===== src/rtl/btb_ctrl_if.sv =====
// Fetch lookup, prediction return and resolved-branch update channels of btb_ctrl.
// The master side drives requests; the slave side (btb_ctrl) accepts and predicts.
interface btb_ctrl_if;
  logic        f_valid;
  logic [31:0] f_pc;
  logic        f_ready;
  logic        pred_valid;
  logic        pred_hit;
  logic        pred_taken;
  logic [31:0] pred_target;
  logic        u_valid;
  logic        u_ready;
  logic [31:0] u_pc;
  logic        u_taken;
  logic [31:0] u_target;

  modport master (
    output f_valid, f_pc, u_valid, u_pc, u_taken, u_target,
    input  f_ready, pred_valid, pred_hit, pred_taken, pred_target, u_ready
  );

  modport slave (
    input  f_valid, f_pc, u_valid, u_pc, u_taken, u_target,
    output f_ready, pred_valid, pred_hit, pred_taken, pred_target, u_ready
  );
endinterface


===== src/rtl/btb_ctrl.sv =====
// Lookup/update controller for a 2-way branch target buffer array.
// Fetch lookups share the array read port with read-modify-write updates drained from a 2-entry FIFO.
//
//   state   | meaning
//   --------+-----------------------------------------------------------
//   S_IDLE  | no update pending
//   S_READ  | head update waiting for the read port (fetch may win)
//   S_WRITE | latched read result applied to the array, FIFO popped
module btb_ctrl #(
  parameter  int SETS = 8,
  parameter  int TAGW = 27,
  localparam int IW   = $clog2(SETS)
) (
  input  logic            clk,
  input  logic            rst,
  btb_ctrl_if.slave       bus,
  output logic [IW-1:0]   fb_rd_set,
  output logic            fb_rd_way0,
  output logic            fb_rd_way1,
  input  logic            fb_rd_valid0,
  input  logic            fb_rd_valid1,
  input  logic [TAGW-1:0] fb_rd_tag0,
  input  logic [TAGW-1:0] fb_rd_tag1,
  input  logic [31:0]     fb_rd_target0,
  input  logic [31:0]     fb_rd_target1,
  input  logic [1:0]      fb_rd_state0,
  input  logic [1:0]      fb_rd_state1,
  input  logic            fb_rd_lru,
  output logic            fb_wr_en,
  output logic [IW-1:0]   fb_wr_set,
  output logic            fb_wr_way,
  output logic            fb_wr_valid,
  output logic [TAGW-1:0] fb_wr_tag,
  output logic [31:0]     fb_wr_target,
  output logic [1:0]      fb_wr_state,
  output logic            fb_wr_lru_en,
  output logic            fb_wr_lru_val
);

  typedef enum logic [1:0] {S_IDLE, S_READ, S_WRITE} state_t;

  state_t state, state_nxt;

  // update FIFO; word offset bits of the pc are never needed
  logic [31:2] q_pc     [2];
  logic        q_taken  [2];
  logic [31:0] q_target [2];
  logic        rd_ptr, wr_ptr;
  logic [1:0]  count, count_nxt;
  logic        push, pop;

  logic [31:2]     head_pc;
  logic            head_taken;
  logic [31:0]     head_target;
  logic [TAGW-1:0] head_tag;

  logic [1:0]  wait_cnt;
  logic        upd_grant;
  logic        f_ready_int;
  logic        f_acc;

  logic [31:2]     cmp_pc;
  logic [TAGW-1:0] cmp_tag;
  logic            hit0, hit1, rd_hit;
  logic [1:0]      sel_state;
  logic [31:0]     sel_target;

  logic        l_hit, l_way, l_lru;
  logic [1:0]  l_state;
  logic [31:0] l_target;

  logic        pred_valid_r, pred_hit_r, pred_taken_r;
  logic [31:0] pred_target_r;

  assign head_pc     = q_pc[rd_ptr];
  assign head_taken  = q_taken[rd_ptr];
  assign head_target = q_target[rd_ptr];
  assign head_tag    = head_pc[31 -: TAGW];

  assign push      = bus.u_valid && bus.u_ready;
  assign pop       = (state == S_WRITE);
  assign count_nxt = count + {1'b0, push} - {1'b0, pop};

  assign bus.u_ready = (count != 2'd2);

  // fetch owns the port unless an update has already yielded three times
  assign upd_grant   = (state == S_READ) && (!bus.f_valid || wait_cnt == 2'd3);
  assign f_ready_int = !((state == S_READ) && (wait_cnt == 2'd3));
  assign f_acc       = bus.f_valid && f_ready_int;
  assign bus.f_ready = f_ready_int;

  assign cmp_pc     = upd_grant ? head_pc : bus.f_pc[31:2];
  assign cmp_tag    = cmp_pc[31 -: TAGW];
  assign fb_rd_set  = cmp_pc[IW+1:2];
  assign fb_rd_way0 = 1'b0;
  assign fb_rd_way1 = 1'b1;

  // way 0 takes priority when both ways match
  assign hit0       = fb_rd_valid0 && (fb_rd_tag0 == cmp_tag);
  assign hit1       = fb_rd_valid1 && (fb_rd_tag1 == cmp_tag);
  assign rd_hit     = hit0 || hit1;
  assign sel_state  = hit0 ? fb_rd_state0  : fb_rd_state1;
  assign sel_target = hit0 ? fb_rd_target0 : fb_rd_target1;

  always_ff @(posedge clk or posedge rst) begin
    if (rst) begin
      rd_ptr <= 1'b0;
      wr_ptr <= 1'b0;
      count  <= 2'd0;
      for (int i = 0; i < 2; i++) begin
        q_pc[i]     <= '0;
        q_taken[i]  <= 1'b0;
        q_target[i] <= '0;
      end
    end else begin
      if (push) begin
        q_pc[wr_ptr]     <= bus.u_pc[31:2];
        q_taken[wr_ptr]  <= bus.u_taken;
        q_target[wr_ptr] <= bus.u_target;
        wr_ptr           <= ~wr_ptr;
      end
      if (pop) rd_ptr <= ~rd_ptr;
      count <= count_nxt;
    end
  end

  always_ff @(posedge clk or posedge rst) begin
    if (rst) state <= S_IDLE;
    else     state <= state_nxt;
  end

  always_comb begin
    state_nxt = state;
    case (state)
      S_IDLE:  if (count != 2'd0) state_nxt = S_READ;
      S_READ:  if (upd_grant) state_nxt = S_WRITE;
      S_WRITE: state_nxt = (count_nxt != 2'd0) ? S_READ : S_IDLE;
      default: state_nxt = S_IDLE;
    endcase
  end

  always_ff @(posedge clk or posedge rst) begin
    if (rst)                                   wait_cnt <= 2'd0;
    else if (upd_grant)                        wait_cnt <= 2'd0;
    else if (state == S_READ && bus.f_valid)   wait_cnt <= wait_cnt + 2'd1;
  end

  always_ff @(posedge clk or posedge rst) begin
    if (rst) begin
      l_hit    <= 1'b0;
      l_way    <= 1'b0;
      l_state  <= 2'b00;
      l_target <= '0;
      l_lru    <= 1'b0;
    end else if (upd_grant) begin
      l_hit    <= rd_hit;
      l_way    <= !hit0;
      l_state  <= sel_state;
      l_target <= sel_target;
      l_lru    <= fb_rd_lru;
    end
  end

  always_ff @(posedge clk or posedge rst) begin
    if (rst) begin
      pred_valid_r  <= 1'b0;
      pred_hit_r    <= 1'b0;
      pred_taken_r  <= 1'b0;
      pred_target_r <= '0;
    end else begin
      pred_valid_r  <= f_acc;
      pred_hit_r    <= f_acc && rd_hit;
      pred_taken_r  <= f_acc && rd_hit && sel_state[1];
      pred_target_r <= (f_acc && rd_hit) ? sel_target : '0;
    end
  end

  assign bus.pred_valid  = pred_valid_r;
  assign bus.pred_hit    = pred_hit_r;
  assign bus.pred_taken  = pred_taken_r;
  assign bus.pred_target = pred_target_r;

  always_comb begin
    fb_wr_en      = 1'b0;
    fb_wr_set     = '0;
    fb_wr_way     = 1'b0;
    fb_wr_valid   = 1'b0;
    fb_wr_tag     = '0;
    fb_wr_target  = '0;
    fb_wr_state   = 2'b00;
    fb_wr_lru_en  = 1'b0;
    fb_wr_lru_val = 1'b0;
    if (state == S_WRITE) begin
      if (l_hit) begin
        fb_wr_en      = 1'b1;
        fb_wr_set     = head_pc[IW+1:2];
        fb_wr_way     = l_way;
        fb_wr_valid   = 1'b1;
        fb_wr_tag     = head_tag;
        if (head_taken)
          fb_wr_state = (l_state == 2'b11) ? 2'b11 : l_state + 2'b01;
        else
          fb_wr_state = (l_state == 2'b00) ? 2'b00 : l_state - 2'b01;
        fb_wr_target  = head_taken ? head_target : l_target;
        fb_wr_lru_en  = 1'b1;
        fb_wr_lru_val = ~l_way;
      end else if (head_taken) begin
        // allocate in the LRU victim, starting weakly taken
        fb_wr_en      = 1'b1;
        fb_wr_set     = head_pc[IW+1:2];
        fb_wr_way     = l_lru;
        fb_wr_valid   = 1'b1;
        fb_wr_tag     = head_tag;
        fb_wr_state   = 2'b10;
        fb_wr_target  = head_target;
        fb_wr_lru_en  = 1'b1;
        fb_wr_lru_val = ~l_lru;
      end
    end
  end

endmodule


===== src/flat_wrapper.sv =====
// flat-port wrapper written by rule: the top's interface ports become plain ports
module btb_ctrl_flat 
#(
  parameter  int SETS = 8,
  parameter  int TAGW = 27,
  localparam int IW   = $clog2(SETS)
)
  (clk, rst, fb_rd_set, fb_rd_way0, fb_rd_way1, fb_rd_valid0, fb_rd_valid1, fb_rd_tag0, fb_rd_tag1, fb_rd_target0, fb_rd_target1, fb_rd_state0, fb_rd_state1, fb_rd_lru, fb_wr_en, fb_wr_set, fb_wr_way, fb_wr_valid, fb_wr_tag, fb_wr_target, fb_wr_state, fb_wr_lru_en, fb_wr_lru_val, bus_f_valid, bus_f_pc, bus_u_valid, bus_u_pc, bus_u_taken, bus_u_target, bus_f_ready, bus_pred_valid, bus_pred_hit, bus_pred_taken, bus_pred_target, bus_u_ready);
  btb_ctrl_if bus_i ();
  input  logic clk;
  input  logic rst;
  output logic [IW-1:0] fb_rd_set;
  output logic fb_rd_way0;
  output logic fb_rd_way1;
  input  logic fb_rd_valid0;
  input  logic fb_rd_valid1;
  input  logic [TAGW-1:0] fb_rd_tag0;
  input  logic [TAGW-1:0] fb_rd_tag1;
  input  logic [31:0] fb_rd_target0;
  input  logic [31:0] fb_rd_target1;
  input  logic [1:0] fb_rd_state0;
  input  logic [1:0] fb_rd_state1;
  input  logic fb_rd_lru;
  output logic fb_wr_en;
  output logic [IW-1:0] fb_wr_set;
  output logic fb_wr_way;
  output logic fb_wr_valid;
  output logic [TAGW-1:0] fb_wr_tag;
  output logic [31:0] fb_wr_target;
  output logic [1:0] fb_wr_state;
  output logic fb_wr_lru_en;
  output logic fb_wr_lru_val;
  input wire logic [$bits(bus_i.f_valid)-1:0] bus_f_valid;
  input wire logic [$bits(bus_i.f_pc)-1:0] bus_f_pc;
  input wire logic [$bits(bus_i.u_valid)-1:0] bus_u_valid;
  input wire logic [$bits(bus_i.u_pc)-1:0] bus_u_pc;
  input wire logic [$bits(bus_i.u_taken)-1:0] bus_u_taken;
  input wire logic [$bits(bus_i.u_target)-1:0] bus_u_target;
  output wire logic [$bits(bus_i.f_ready)-1:0] bus_f_ready;
  output wire logic [$bits(bus_i.pred_valid)-1:0] bus_pred_valid;
  output wire logic [$bits(bus_i.pred_hit)-1:0] bus_pred_hit;
  output wire logic [$bits(bus_i.pred_taken)-1:0] bus_pred_taken;
  output wire logic [$bits(bus_i.pred_target)-1:0] bus_pred_target;
  output wire logic [$bits(bus_i.u_ready)-1:0] bus_u_ready;
  assign bus_i.f_valid = bus_f_valid;
  assign bus_i.f_pc = bus_f_pc;
  assign bus_i.u_valid = bus_u_valid;
  assign bus_i.u_pc = bus_u_pc;
  assign bus_i.u_taken = bus_u_taken;
  assign bus_i.u_target = bus_u_target;
  assign bus_f_ready = bus_i.f_ready;
  assign bus_pred_valid = bus_i.pred_valid;
  assign bus_pred_hit = bus_i.pred_hit;
  assign bus_pred_taken = bus_i.pred_taken;
  assign bus_pred_target = bus_i.pred_target;
  assign bus_u_ready = bus_i.u_ready;
  btb_ctrl #(.SETS(SETS), .TAGW(TAGW)) u_core (.clk(clk), .rst(rst), .bus(bus_i), .fb_rd_set(fb_rd_set), .fb_rd_way0(fb_rd_way0), .fb_rd_way1(fb_rd_way1), .fb_rd_valid0(fb_rd_valid0), .fb_rd_valid1(fb_rd_valid1), .fb_rd_tag0(fb_rd_tag0), .fb_rd_tag1(fb_rd_tag1), .fb_rd_target0(fb_rd_target0), .fb_rd_target1(fb_rd_target1), .fb_rd_state0(fb_rd_state0), .fb_rd_state1(fb_rd_state1), .fb_rd_lru(fb_rd_lru), .fb_wr_en(fb_wr_en), .fb_wr_set(fb_wr_set), .fb_wr_way(fb_wr_way), .fb_wr_valid(fb_wr_valid), .fb_wr_tag(fb_wr_tag), .fb_wr_target(fb_wr_target), .fb_wr_state(fb_wr_state), .fb_wr_lru_en(fb_wr_lru_en), .fb_wr_lru_val(fb_wr_lru_val));
endmodule

===== config.mk =====
export PLATFORM = sky130hd
export DESIGN_NAME = btb_ctrl_flat
export DESIGN_NICKNAME = d
export VERILOG_FILES = /design/src/rtl/btb_ctrl_if.sv /design/src/rtl/btb_ctrl.sv /design/src/flat_wrapper.sv
export SDC_FILE = /design/constraint.sdc
export NUM_CORES = 1
export LEC_CHECK = 0
export BUFFER_PORTS_ARGS = -buffer_cell sky130_fd_sc_hd__clkbuf_2
export CELL_PAD_IN_SITES_DETAIL_PLACEMENT = 2
export CELL_PAD_IN_SITES_GLOBAL_PLACEMENT = 2
export CORE_AREA = 3 3 178 224
export DETAILED_ROUTE_END_ITERATION = 16
export DIE_AREA = 0 0 181 227
export HOLD_SLACK_MARGIN = 0.1
export PLACE_DENSITY_LB_ADDON = 0.1
export SYNTH_ARGS = -nofsm -noshare
export SYNTH_HDL_FRONTEND = slang
export SYNTH_SLANG_ARGS = --single-unit

===== constraint.sdc =====
create_clock -name clk -period 6.1 [get_ports clk]
set_input_delay 0.61 -clock clk [delete_from_list [all_inputs] [get_ports clk]]
set_output_delay 0.61 -clock clk [all_outputs]
set_load 0.01 [all_outputs]

== After elaboration in Yosys (flattened, before gate mapping) ==
Index checks and enable logic that the tools add are counted.

* Bits in registers: 206
* Input bits: 226
* Output and inout port bits: 111
* Word-level logic and storage cells: 117

* $add $sub $neg: 5
* Magnitude comparators: 3
* Equal/unequal tests: 9
* Muxes and demuxes: 53
* Bitwise logic cells: 6
* Reductions and logical operators: 21

{| class="wikitable"
|+ Operators with widths
! operator !! number
|-
| 32-bit two-way mux || 10
|-
| 30-bit two-way mux || 5
|-
| 27-bit two-way mux || 3
|-
| 64-bit bitwise mux || 1
|-
| 60-bit bitwise mux || 1
|-
| 27-bit equality test || 2
|-
| 32-bit demux with 1-bit select || 1
|-
| 30-bit demux with 1-bit select || 1
|-
| 2-bit two-way mux || 11
|-
| 1-bit two-way mux || 14
|-
| 1-bit logical AND || 10
|-
| 3-bit two-way mux || 3
|-
| 2-bit equality test, second input constant || 3
|-
| 2-bit case mux with 3 select lines || 1
|-
| 2-bit nonzero test || 3
|-
| 2-bit by 1-bit adder with 2-bit output, second input constant || 2
|-
| 2-bit greater-or-equal comparator, second input constant || 2
|-
| 2-bit logical NOT || 2
|-
| 2-bit by 1-bit != test with 1-bit output, second input constant || 2
|-
| 1-bit inverter || 4
|-
| 1-bit inverter with 2-bit output || 2
|-
| 1-bit logical NOT || 3
|-
| 2-bit by 1-bit adder with 2-bit output || 1
|-
| 2-bit bitwise mux || 1
|-
| other kinds (8) || 9
|}

== Depth between registers and ports, before layout ==
Gate-level depths: netlist (run 1).

* Depth after elaboration: 10
* Mapped depth: 14
* Mapped depth without buffers: 11

== Worst setup path before layout (run 1) ==
Ideal clock, no wire load.

* Kind: register to output
* Start: register u_core.rd_ptr
* End: output fb_wr_lru_en
* Arrival: 2.330 ns
* Setup slack: 3.160 ns
* Stages on the path, launching flop included: 10
* Buffers on the path: 5
* Cell sequence: dfrtp_1 -> buf_6 -> buf_6 -> buf_1 -> mux2i_1 -> inv_1 -> o21ai_1 -> clkbuf_1 -> inv_1 -> buf_4

* Cells in the longest elaborated chain, start to end: 7

{| class="wikitable"
|+ RTL lines
! element !! RTL line !! source
|-
| from (decl) || btb_ctrl.sv:48 || <nowiki>logic rd_ptr, wr_ptr;</nowiki>
|-
| from (signal assigned) || btb_ctrl.sv:122 || <nowiki>if (pop) rd_ptr <= ~rd_ptr;</nowiki>
|-
| 1-bit inverter with 2-bit output (implied by the code) || btb_ctrl.sv:76 || <nowiki>assign head_taken = q_taken[rd_ptr];</nowiki>
|-
| 1-bit two-way mux (implied by the code) (3 in series) || btb_ctrl.sv:76 ||
|-
| 1-bit two-way mux (3 in series) || -- ||
|-
| to (decl) || flat_wrapper.sv:31 || <nowiki>output logic fb_wr_lru_en;</nowiki>
|}

Every way passes these cells. The select of a mux whose other input is x is not followed.

== Final worst setup path (run 1) ==
* Start: register u_core.wait_cnt[0]
* End: register u_core.l_target[2]

* Cells in the longest elaborated chain, start to end: 7

{| class="wikitable"
|+ RTL lines
! element !! RTL line !! source
|-
| from (decl) || btb_ctrl.sv:57 || <nowiki>logic [1:0] wait_cnt;</nowiki>
|-
| from (signal assigned) || btb_ctrl.sv:145 || <nowiki>else if (state == S_READ && bus.f_valid) wait_cnt <= wait_cnt + 2'd1;</nowiki>
|-
| 2-bit equality test * || btb_ctrl.sv:87 || <nowiki>assign upd_grant = (state == S_READ) && (!bus.f_valid || wait_cnt == 2'd3);</nowiki>
|-
| 1-bit logical OR * || btb_ctrl.sv:87 ||
|-
| 1-bit logical AND * || btb_ctrl.sv:87 ||
|-
| 30-bit two-way mux || btb_ctrl.sv:92 || <nowiki>assign cmp_pc = upd_grant ? head_pc : bus.f_pc[31:2];</nowiki>
|-
| 27-bit equality test || btb_ctrl.sv:99 || <nowiki>assign hit0 = fb_rd_valid0 && (fb_rd_tag0 == cmp_tag);</nowiki>
|-
| 1-bit logical AND || btb_ctrl.sv:99 ||
|-
| 32-bit two-way mux || btb_ctrl.sv:103 || <nowiki>assign sel_target = hit0 ? fb_rd_target0 : fb_rd_target1;</nowiki>
|-
| to (signal assigned) || btb_ctrl.sv:159 || <nowiki>l_target <= sel_target;</nowiki>
|-
| to (decl) || btb_ctrl.sv:70 || <nowiki>logic [31:0] l_target;</nowiki>
|}

Mark *: on every way between the ends. The rest lies on a longest branch, timed or not.
A chain may end at the register's enable or synchronous reset.

==> impl_metrics.ini, run 1 <==
[floorplan]
io_pins = 337
fp.dieH_um = 227
coreArea_sq_mm = 0.0379
dieArea_sq_mm = 0.0411
start_util = 0.279
row_count = 80
die_x_um = 181

[detailed_routing]
drt_pass1_iterations = 4
via_per_inst = 4.86
routedWlPerCell_um = 20.7
drt-initial-drc-count = 263
via_count = 8790
drc = 0
wl_um = 37400
ant_nets = 0

[timing]
period_share = 0.721
whs_ns = 0.232
clock_skew_ns = 0.0115
worstMarginPinSlew_ns = 1.04
fmax_ghz = 0.227
setup_tns_ns = 0
rsz0062_at_grt = false
hold_violations = 0
slew_headroom = 0.309
slew_violations = 0
fin_crit_ns = 4.40
setup_violations = 0

[yosys]
synth-seq-area-share = 0.488
ys_ff_latch = 206
synth_fp_nets = 1223
synth_edf_count = 0
synth_ff_type = dfrtp_1
syn_area_sq_mm = 0.0106
synth_cell_types = 47
syn_inst = 994
syn_area_per_cell_sq_um = 10.6
async_flop_share = 1.00
yosysWarnings = 0

[setup_path]
rr_worst_depth = 11
startpoint_type = register
crit_buf_inv = 2
cp_num_cells = 11
crit_fanout = 26
r2r_setup_slack_ns = 1.70
worst-setup-path-type = register to register
cp.arrival_ns = 4.77
crit_path_end = u_core.l_target[2]
r2r-start = u_core.wait_cnt[0]
r2r_end = u_core.l_target[2]
cp_slowest_stage_delay_ns = 0.90
required_ns = 6.47
critPathTopFamily = simple AND/OR/NAND/NOR gates
path_cells = ha_1 -> nand2b_2 -> nand2_2 -> inv_2 -> o211ai_1 -> nand4_1 -> nor4_1 -> and4_2 -> buf_4 -> mux2i_1 -> a21oi_1
crit_start = u_core.wait_cnt[0]
slowest_stage = and4_2
crit_path_end_kind = register

[power_and_ir_drop]
powerDensity_mw_per_mm2 = 472
peakVddDrop_mv = 0.188
p_leak_uw = 0.00629

[global_route]
grt_pass1_vias = 9786
grt_max_degree = 167
antenna_found_initial = 4
track_usage = 0.177
grt_pass1_wl_um = 57400
grt.overflow.total = 0

[clocking]
clk_pin_slew_worst_paths_ns = 0.06
holdBufCountCts = 0
ctsLongestPathBuffers = 3
cts-resized-gates = 0
clk_latency_ns = 0.52
cts_buffers = 24
h-tree-depth = 1
postCtsSetupRepairBufs = 0
cts.sinks = 206
root_buffer = clkbuf_16
tritoncts = done

[layout]
fin_util = 0.354
fin_cells = 1807
drive_gt1_frac = 0.427
design_area_sq_mm = 0.0134
syn_to_final_growth_pct = 27.1
nets = 1525

[place]
dp.cells = 1762
placed_area_sq_mm = 0.0126
place_hpwl_um = 27100
io_buffer_count = 330
globalplace.congestion = 0.754

[outcome]
outcome = finished clean

[run]
cap_viol_max_count = 0

[worst_hold_path]
hold_class = input pin to async pin
==> report_power, final <==
part	internal, uW	switching [uW]	leakage, uW
Sequential	1950	358	0.00248
Combinational	1150	1430	0.00342
Clock	873	580	0.000396
==> how the worst min path moves through the flow <==
stage	startpoint	end	cells after the start
global route	rst	u_core.q_pc[20]	3
global placement	u_core.wait_cnt[1]	u_core.wait_cnt[1]	2
finish	rst	u_core.q_pc[20]	3
detailed placement	u_core.l_lru	u_core.l_lru	2
floorplan	u_core.l_lru	u_core.l_lru	2
CTS	rst	u_core.q_pc[20]	3
==> cells in the mapped netlist (3+ instances only) <==
| library cell | n | area (sq um) |
|---|---|---|
| o211ai_1 | 6 | 45.0 |
| nor2_2 | 29 | 181 |
| xnor2_1 | 6 | 52.6 |
| nor4_1 | 4 | 25.0 |
| buf_1 | 5 | 18.8 |
| a31oi_1 | 32 | 200 |
| nand2_1 | 23 | 86.3 |
| nand4_1 | 20 | 125 |
| inv_1 | 13 | 48.8 |
| buf_6 | 12 | 135 |
| mux2i_1 | 97 | 971 |
| ha_1 | 3 | 37.5 |
| nand3_1 | 5 | 25.0 |
| o21ai_0 | 51 | 255 |
| a21oi_1 | 60 | 300 |
| mux2_2 | 126 | 1420 |
| buf_4 | 7 | 52.6 |
| or3_1 | 34 | 213 |
| nor3_1 | 10 | 50.1 |
| xor2_1 | 6 | 52.6 |
| buf_2 | 5 | 25.0 |
| dfrtp_1 | 206 | 5150 |
| clkbuf_1 | 39 | 146 |
| o21a_1 | 4 | 30.0 |
| and3_1 | 22 | 138 |
| nor4b_1 | 4 | 35.0 |
| nor2_1 | 140 | 526 |
==> layout by cell type, fill, tap and decap left out, drive strengths merged, types with 2 or more instances in the layout <==
master    count
clkinv        5
and3         23
o21ai        54
a21oi        61
conb          2
clkinvlp      3
nor4b         4
nor4          5
inv          12
a31oi        32
nand2        24
nand4        20
dfrtp       206
nor2b         3
ha            3
buf          15
nand3         5
or3          34
nor2        169
xor2          6
o211ai        6
xnor2         6
mux2i        97
or2b          2
clkbuf      365
nor3         10
or4           2
diode         2
o21a          4
mux2        126
==> layer usage <==
layer | track usage | wire, um | up-vias | share of wire
li1 | - | - | 4106 | -
met5 | 0 | 24 | - | 0.00064
met2 | 0.329 | 19100 | 242 | 0.51
met1 | 0.210 | 15300 | 4403 | 0.41
met3 | 0.0430 | 2390 | 35 | 0.064
met4 | 0.0381 | 587 | 4 | 0.016
==> worst min-delay path, stage by stage <==
cell        delay, ns
clkbuf_2         0.10
clkinvlp_4       0.05
buf_4            0.45
==> registers in the layout, summed over array words and instances (netlist names) <==
register	count
u_core.bus.pred_taken	1
u_core.wr_ptr	1
u_core.q_target	64
u_core.l_lru	1
u_core.l_way	1
u_core.wait_cnt	2
u_core.bus.pred_valid	1
u_core.state	2
u_core.rd_ptr	1
u_core.bus.pred_hit	1
u_core.bus.pred_target	32
u_core.l_state	2
u_core.l_hit	1
u_core.l_target	32
u_core.count	2
u_core.q_pc	60
u_core.q_taken	2
==> layout make-up <==
| type | instances | area (sq um) |
|---|---|---|
| Fill cell | 4205 | 24500 |
| Clock buffer | 35 | 733 |
| Multi-Input combinational cell | 706 | 5020 |
| Antenna cell | 2 | 5.00 |
| Clock inverter | 8 | 70.1 |
| Sequential cell | 206 | 5160 |
| Timing Repair Buffer | 345 | 1780 |
| Tap cell | 492 | 616 |
| Inverter | 13 | 52.6 |
==> cell families after synthesis <==
group                      Yosys count  synth area share
and+or+nand+nor                    307             0.147
muxes                              223             0.226
DFF                                206             0.488
AOI/OAI and AO/OA                  158            0.0819
buffers and inverters               82            0.0423
xor gates and xnor gates            12           0.00995
adders and majority gates            4           0.00450
other                                2          0.000711
==> stage by stage <==
step	setup WS (ns)	total power [uW]
floorplan	2.82	4130
global placement	1.66	4880
detailed placement	1.60	4980
CTS	1.57	6490
global route	1.27	6860
finish	1.70	6330
No activity file was read; power rests on OpenSTA's default activity.
==> run 2: changes to the inputs <==
Settings changed: CORE_AREA 3 3 178 224 to 3 3 167 210, DIE_AREA 0 0 181 227 to 0 0 170 213.
Clock period 6.1 ns to 4.4 ns, I/O delays scaled along.
==> run 2 against run 1 <==
  * Via count rose by 0.26%
  * Highest routed layer unchanged
  * Flip-flop and latch count did not move
  * Largest cell class unchanged
  * Largest power group unchanged
  * Worst hold slack got worse by 0.092 ns
==> impl_metrics.ini, run 2 (same netlist as run 1, synthesis figures left out) <==
[power_and_ir_drop]
p_leak_uw = 0.00636
p_clk_frac = 0.241
peakVddDrop_mv = 0.308
switching_share = 0.370
p_int_uw = 5670
power_frac_comb = 0.404
p_switching_uw = 3330
powerDensity_mw_per_mm2 = 668
seqPwrFrac = 0.355

[global_route]
grt_pass1_wl_um = 56700
grt_pass1_vias = 9765
grt_max_degree = 94
grt.overflow.total = 0
antenna_found_initial = 4
track_usage = 0.201

[detailed_routing]
routedWlPerCell_um = 21.3
drt_pass1_iterations = 4
drc = 0
drt-initial-drc-count = 314
via_per_inst = 5.06
wl_um = 37000
via_count = 8813
ant_nets = 0

[layout]
reg_top3 = u_core.q_target (64), u_core.q_pc (60)
syn_to_final_growth_pct = 27.6
multi_input_area_sq_mm = 0.00501
layout_common_cells = 330 x clkbuf_2, 204 x dfrtp_1, 139 x nor2_1
fillers = 3667
final_common_cell = clkbuf_2
nets = 1528
drive_gt1_frac = 0.426
top_register = u_core.q_target
regArea_sq_mm = 0.00516
fin_util = 0.403
largest_reg_flops = 64

[setup_path]
r2r_setup_slack_ns = 0.83
cp_slowest_stage_delay_ns = 0.69
cp_num_cells = 7
rr_worst_depth = 9
crit_path_end_kind = primary output
r2r_end = u_core.l_target[30]
startpoint_type = register
crit_buf_inv = 3
r2r-start = u_core.rd_ptr
slowest_stage = dfrtp_4
worst-setup-path-type = register to primary output
crit_fanout = 47
path_cells = buf_4 -> mux2i_4 -> buf_4 -> nor2_1 -> a31oi_1 -> nor2_1 -> clkbuf_2
required_ns = 3.96
crit_start = u_core.rd_ptr
crit_path_end = fb_wr_target[1]
cp.arrival_ns = 3.38
critPathTopFamily = buffers and inverters

[worst_hold_path]
hold_class = input pin to register

[timing]
setup_tns_ns = 0
fmax_ghz = 0.262
period_share = 0.869
clock_skew_ns = 0.0297
hold_violations = 0
fin_crit_ns = 3.82
worstMarginPinSlew_ns = 1.02
rsz0062_at_grt = false
slew_violations = 0
setup_violations = 0
slew_headroom = 0.323

[clocking]
tritoncts = done
root_buffer = clkbuf_16
cts_buffers = 24
ctsLongestPathBuffers = 3
clk_latency_ns = 0.54
clk_pin_slew_worst_paths_ns = 0.06
h-tree-depth = 1
cts.sinks = 206

[run]
cap_viol_max_count = 0

[floorplan]
row_count = 75
fp.dieH_um = 213
dieArea_sq_mm = 0.0362
coreArea_sq_mm = 0.0334
die_x_um = 170
io_pins = 337
start_util = 0.316

[outcome]
outcome = finished clean

[place]
io_buffer_count = 330
globalplace.congestion = 0.786
place_hpwl_um = 27100
-- run 2: cell types whose count changed in the layout (fill, tap and decap cells not counted), sizes merged --
cell	previous run	this run
clkinvlp	3	1
dlygate4sd3	0	1
bufinv	1	4
clkbuf	365	364
clkinv	5	6
buf	15	17
diode	2	1
-- run 2: worst min path at each step --
stage / start / to / slack (ns) / depth (start not counted)
after floorplan: u_core.l_lru / u_core.l_lru / 0.44 / 2
after global placement: u_core.l_lru / u_core.l_lru / 0.45 / 2
after detailed placement: u_core.l_lru / u_core.l_lru / 0.46 / 2
after CTS: bus_u_target[7] / u_core.q_target[39] / 0.12 / 2
after global routing: bus_u_pc[15] / u_core.q_pc[43] / 0.14 / 2
final: fb_rd_lru / u_core.l_lru / 0.14 / 3
-- run 2: final cells by class --
class / count / area share
multi-input cells: 706 / 0.371
flip-flops and latches: 206 / 0.383
repair buffers: 348 / 0.138
clock buffers: 34 / 0.0518
inverters: 13 / 0.00390
well taps: 423 / 0.0393
clock inverters: 10 / 0.0123
diodes: 1 / 0.000186
-- run 2: worst min-delay path: stages --
cell and delay (ns):
clkbuf_2 0.09, nand2_1 0.05, nand2_1 0.04
-- run 2: repair_timing --
item | 4_1_cts | 5_1_grt
endpoints found under the hold margin | 31 | 0
hold buffers | 1 | 0
resized for setup | 0 | 0
buffers inserted | 0 | 0
-- run 2: routing by layer --
| metal | share of wire | vias up | GRT usage |
|---|---|---|---|
| met5 | 0.00097 | - | 0 |
| met4 | 0.016 | 6 | 0.0428 |
| met3 | 0.063 | 41 | 0.0470 |
| met2 | 0.54 | 238 | 0.386 |
| met1 | 0.38 | 4398 | 0.227 |
| li1 | - | 4130 | - |
-- run 2: power by group through the flow --
stage / clock, uW / sequential [uW] / combinational (uW)
global route: 2320 / 3310 / 4070
floorplan: 0 / 3020 / 2710
global placement: 0 / 3160 / 3610
detailed placement: 0 / 3230 / 3710
finish: 2170 / 3200 / 3640
CTS: 2230 / 3200 / 3740
-- run 2: per-stage QoR --
stage	area, sq um	total power (uW)	cells	setup slack, ns	hold WS [ns]
after floorplan	10600	5730	994	1.29	0.438
after global placement	12600	6780	1695	0.814	0.453
after detailed placement	12600	6940	1695	0.739	0.464
after CTS	13500	9180	1740	0.472	0.115
after global routing	13500	9690	1741	0.340	0.135
final	13500	9000	1741	0.577	0.140
